File: config.mk
export PLATFORM = sky130hd
export DESIGN_NAME = wash_seq_ctrl
export DESIGN_NICKNAME = d
export VERILOG_FILES = /design/src/rtl/wash_pkg.sv /design/src/rtl/wash_next_stage.sv /design/src/rtl/wash_seq_ctrl.sv
export SDC_FILE = /design/constraint.sdc
export NUM_CORES = 1
export LEC_CHECK = 0
export ABC_AREA = 1
export CORE_MARGIN = 1
export CORE_UTILIZATION = 47
export CTS_BUF_LIST = sky130_fd_sc_hd__clkbuf_16
export CTS_CLUSTER_DIAMETER = 200
export CTS_CLUSTER_SIZE = 20
export DETAILED_ROUTE_END_ITERATION = 10
export PLACE_DENSITY = 0.95
export SLEW_MARGIN = 40
export SYNTH_ARGS = -nofsm -noshare
export SYNTH_HDL_FRONTEND = slang
export SYNTH_HIERARCHICAL = 1
export SYNTH_SLANG_ARGS = --single-unit
File: constraint.sdc
create_clock -name clk -period 7.2 [get_ports clk]
set_input_delay 2.16 -clock clk [delete_from_list [all_inputs] [get_ports clk]]
set_output_delay 2.16 -clock clk [all_outputs]
set_load 0.01 [all_outputs]
File: src/rtl/wash_pkg.sv
// rtl/wash_pkg.sv - shared types and helpers for the wash sequencer
package wash_pkg;

  typedef enum logic [1:0] {
    ST_IDLE   = 2'd0,
    ST_RUN    = 2'd1,
    ST_PAUSED = 2'd2,
    ST_DONE   = 2'd3
  } wash_state_e;

  // The all-ones stage index is reserved to mean "not in a stage".
  function automatic int unsigned idle_code(input int unsigned stage_w);
    return (32'd1 << stage_w) - 32'd1;
  endfunction

  function automatic int unsigned dur_lsb(input int unsigned idx, input int unsigned cnt_w);
    return idx * cnt_w;
  endfunction

endpackage

File: src/rtl/wash_next_stage.sv
// rtl/wash_next_stage.sv - priority finder for the next enabled stage
module wash_next_stage
  import wash_pkg::*;
#(
  parameter int NUM_STAGES = 5,
  parameter int STAGE_W    = $clog2(NUM_STAGES + 1)
) (
  input  logic [NUM_STAGES-1:0] mask,
  input  logic [STAGE_W-1:0]    cur,
  input  logic                  from_idle,
  output logic [STAGE_W-1:0]    nxt,
  output logic                  valid
);

  // Scan downwards so the lowest qualifying index is the last one written.
  always_comb begin
    nxt   = '0;
    valid = 1'b0;
    for (int i = NUM_STAGES - 1; i >= 0; i--) begin
      if (mask[i] && (from_idle || (STAGE_W'(i) > cur))) begin
        nxt   = STAGE_W'(i);
        valid = 1'b1;
      end
    end
  end

endmodule

File: src/rtl/wash_seq_ctrl.sv
// rtl/wash_seq_ctrl.sv - parametrised washing programme sequencer
module wash_seq_ctrl
  import wash_pkg::*;
#(
  parameter int NUM_STAGES = 5,
  parameter int CNT_W      = 8,
  parameter int STAGE_W    = $clog2(NUM_STAGES + 1)
) (
  input  logic                        clk,
  input  logic                        reset,
  input  logic                        start,
  input  logic                        pause,
  input  logic                        abort,
  input  logic [NUM_STAGES-1:0]       stage_en,
  input  logic [NUM_STAGES*CNT_W-1:0] stage_dur,
  output logic [STAGE_W-1:0]          stage,
  output logic [CNT_W-1:0]            remaining,
  output logic                        busy,
  output logic                        paused,
  output logic                        done
);

  localparam logic [STAGE_W-1:0] IDLE_CODE = STAGE_W'(idle_code(STAGE_W));

  wash_state_e             state_q, state_d;
  logic [STAGE_W-1:0]      stage_q, stage_d;
  logic [CNT_W-1:0]        rem_q, rem_d;
  logic [NUM_STAGES-1:0]   mask_q, mask_d;

  logic                    at_rest;
  logic [NUM_STAGES-1:0]   find_mask;
  logic [STAGE_W-1:0]      nxt_idx;
  logic                    nxt_valid;
  logic [CNT_W-1:0]        nxt_raw;
  logic [CNT_W-1:0]        nxt_dur;

  // From IDLE/DONE the search runs over the live enables; otherwise over the latched mask.
  assign at_rest   = (state_q == ST_IDLE) || (state_q == ST_DONE);
  assign find_mask = at_rest ? stage_en : mask_q;

  wash_next_stage #(
    .NUM_STAGES(NUM_STAGES),
    .STAGE_W   (STAGE_W)
  ) u_next (
    .mask     (find_mask),
    .cur      (stage_q),
    .from_idle(at_rest),
    .nxt      (nxt_idx),
    .valid    (nxt_valid)
  );

  always_comb begin
    nxt_raw = '0;
    for (int i = 0; i < NUM_STAGES; i++) begin
      if (nxt_idx == STAGE_W'(i)) nxt_raw = stage_dur[dur_lsb(i, CNT_W) +: CNT_W];
    end
  end

  assign nxt_dur = (nxt_raw == '0) ? CNT_W'(1) : nxt_raw;

  always_ff @(posedge clk) begin
    if (reset) begin
      state_q <= ST_IDLE;
      stage_q <= IDLE_CODE;
      rem_q   <= '0;
      mask_q  <= '0;
    end else begin
      state_q <= state_d;
      stage_q <= stage_d;
      rem_q   <= rem_d;
      mask_q  <= mask_d;
    end
  end

  always_comb begin
    state_d = state_q;
    stage_d = stage_q;
    rem_d   = rem_q;
    mask_d  = mask_q;
    if (abort) begin
      state_d = ST_IDLE;
      stage_d = IDLE_CODE;
      rem_d   = '0;
      mask_d  = '0;
    end else begin
      unique case (state_q)
        ST_IDLE, ST_DONE: begin
          if (start && !pause) begin
            mask_d = stage_en;
            if (nxt_valid) begin
              state_d = ST_RUN;
              stage_d = nxt_idx;
              rem_d   = nxt_dur;
            end else begin
              state_d = ST_DONE;
              stage_d = IDLE_CODE;
              rem_d   = '0;
            end
          end
        end
        ST_RUN: begin
          if (pause) begin
            state_d = ST_PAUSED;
          end else if (rem_q > CNT_W'(1)) begin
            rem_d = rem_q - CNT_W'(1);
          end else if (nxt_valid) begin
            stage_d = nxt_idx;
            rem_d   = nxt_dur;
          end else begin
            state_d = ST_DONE;
            stage_d = IDLE_CODE;
            rem_d   = '0;
          end
        end
        ST_PAUSED: begin
          if (start && !pause) state_d = ST_RUN;
        end
        default: state_d = ST_IDLE;
      endcase
    end
  end

  always_comb begin
    busy   = (state_q == ST_RUN) || (state_q == ST_PAUSED);
    paused = (state_q == ST_PAUSED);
    done   = (state_q == ST_DONE);
  end

  assign stage     = stage_q;
  assign remaining = rem_q;

endmodule

==> impl_metrics.toml <==
[sta]
fin_ws_ps = 2820
holdWs_ps = 445
finalSetupViolations = 0
fin_crit_ps = 4380
tightest_slew_ps = 559
setup_tns_ps = 0
clock.fmax_mhz = 228
rsz0062_at_grt = "false"
slew_viol_final = 0
slew_headroom_pct = 62.7
fin_crit_sh_pct = 60.8
clock_skew_ps = 1.75
hold_viol_final = 0

[global_routing]
grt_max_degree = 22
antenna_found_initial = 0
grt.total_usage_pct = 25.1
grt.overflow.total = 0
grt_pass1_vias = 1663
grt_pass1_wl_mm = 6.83

[placement]
port_buffers = 63
place_inst = 370
globalplace.congestion = 0.926
place_ws_ps = 2600
dp_hpwl_mm = 3.23
placed_cell_area_um2 = 2220

[cells_and_area]
mostFrequentLayoutCells = "63 x clkdlybuf4s50_1, 53 x nand2_1, 36 x inv_1, 36 x nor2_1"
nets = 386
insertedDiodeCount = 0
seq_area_um2 = 360
design_area_um2 = 2300
drive_above_1_share_pct = 6.38
instances_no_fill = 373
utilization_pct = 74.2
multi_input_area_um2 = 1020
fillers = 256
final_common_cell = "clkdlybuf4s50_1"
syn2layout_area_growth_pct = 46.3

[clocking]
clk_pin_slew_ps = 50
post_cts_resized = 0
cts.sinks = 18
ctsHoldBuffers = 0
cts_setup_buffers = 0
htree_num_levels = 1
cts_buffer_depth = 2
cts-buffers-inserted = 3
cts_root_buf = "clkbuf_16"
insertion_delay_ps = 250
cts_tree = "yes"

[logic_synthesis]
yosysWarnings = 6
async_flop_share_pct = 0
synth_cells = 270
ys_types = 31
syn_area_per_cell_um2 = 5.83
ys_ff_latch = 18
synth_seq_area_share_pct = 22.9
synth_area_um2 = 1570
syn_nets = 325
synth_ff_type = "dfxtp_1"
synth_edf_count = 0

[route]
vias = 1928
drc_errors = 0
via_per_inst = 5.17
antenna_left = 0
first_pass_iters = 4
route.detailed.wl_per_inst_um = 11.4
drt-initial-drc-count = 117
routed_wl_mm = 4.24

[status]
outcome = "finished clean"

[setup_path]
r2r_end = "remaining[0]$_SDFFE_PP0P_"
path_class = "primary input to register"
cp-start-kind = "primary input"
ff2ff_setup_slack_ps = 4170
cp-end-kind = "register"
required_ps = 7390
crit_fanout = 13
cp.arrival_ps = 4570
worstRegToRegCells = 20
crit_path_start = "stage_en[3]"
rr_startpoint = "state_q[0]$_SDFFE_PP0P_"

[floorplan]
row_count = 20
design.core.area_um2 = 3100
die_area_um2 = 3580
initial_utilization_pct = 50.7
die_h_um = 59.8
ios = 64
die_w_um = 59.8

[pwr]
ir_drop_v = 0.000112
pwr_density_cell_nw_per_um2 = 193
total_power_mw = 0.444
leakage_nw = 1.01

[worst_hold_path]
hp-class = "register to register"
hold_end = "mask_q[2]$_SDFFE_PP0P_"
hp-start = "mask_q[2]$_SDFFE_PP0P_"
whs_path_depth = 2

[flow_run]
maxCapViolations = 0
## logic make-up after synthesis
family	after synthesis	share of synthesized area, %
xor+xnor	1	0.557
fa+ha+maj	5	3.98
buf+inv	48	12.3
compound gates	54	19.0
simple gates	144	41.3
flops	18	22.9
## routing by layer
metal  global-route usage, %  wire, um  vias up
met1                    30.4      1890      849
met3                    3.90       161       11
met5                       0         0        -
met2                    43.3      2100       57
li1                        -         -     1011
met4                    11.3        85        0
## critical path: stages
cell	delay (ps)
clkdlybuf4s50_1	470
nand2_1	50
o21ai_0	100
nand2_2	90
o21ai_2	160
inv_2	60
nor2_2	440
nor2_2	200
o21ai_0	110
inv_1	50
o21ai_0	100
nand2_1	80
nand2_1	70
nand2_1	60
nor2_1	100
nand2_1	50
nand2_1	50
nand2_1	50
a21oi_2	100
## power by group
| group | leakage (nW) | internal, mW | switching (mW) | total (mW) |
|---|---|---|---|---|
| sequential | 0.146 | 0.105 | 0.00523 | 0.111 |
| clock | 0.0370 | 0.0732 | 0.0397 | 0.113 |
| combinational | 0.830 | 0.0892 | 0.132 | 0.221 |
## cells in the mapped netlist, drive strengths merged (3+ instances only)
library cell	instances	area (um2)
or2	4	25.0
dfxtp	18	360
nor3	3	15.0
a21oi	17	88.8
o21ai	29	156
nor2	40	163
o22ai	3	18.8
clkbuf	3	11.3
nand4	15	93.8
inv	40	150
nand2	55	211
buf	5	31.3
ha	5	62.6
nand3	26	135
## final cells by class
| class | instances | area share [%] |
|---|---|---|
| clock buffer | 3 | 3.26 |
| tap | 44 | 2.39 |
| inverter | 40 | 6.53 |
| timing repair buffer | 64 | 27.7 |
| sequential | 18 | 15.7 |
| multi-input combinational | 204 | 44.4 |
## how the worst max path moves through the flow
stage                                     end  slack (ps)
global route        remaining[0]$_SDFFE_PP0P_        2550
global placement    remaining[0]$_SDFFE_PP0P_        2640
floorplan           remaining[0]$_SDFFE_PP0P_        3370
CTS                 remaining[0]$_SDFFE_PP0P_        2850
finish              remaining[0]$_SDFFE_PP0P_        2820
detailed placement  remaining[0]$_SDFFE_PP0P_        2600
## flip-flops by register name (all words and copies together) (netlist names)
| register | cells |
|---|---|
| remaining | 8 |
| mask_q | 5 |
| stage | 3 |
| state_q | 2 |
(Power assumes the default switching activity.)
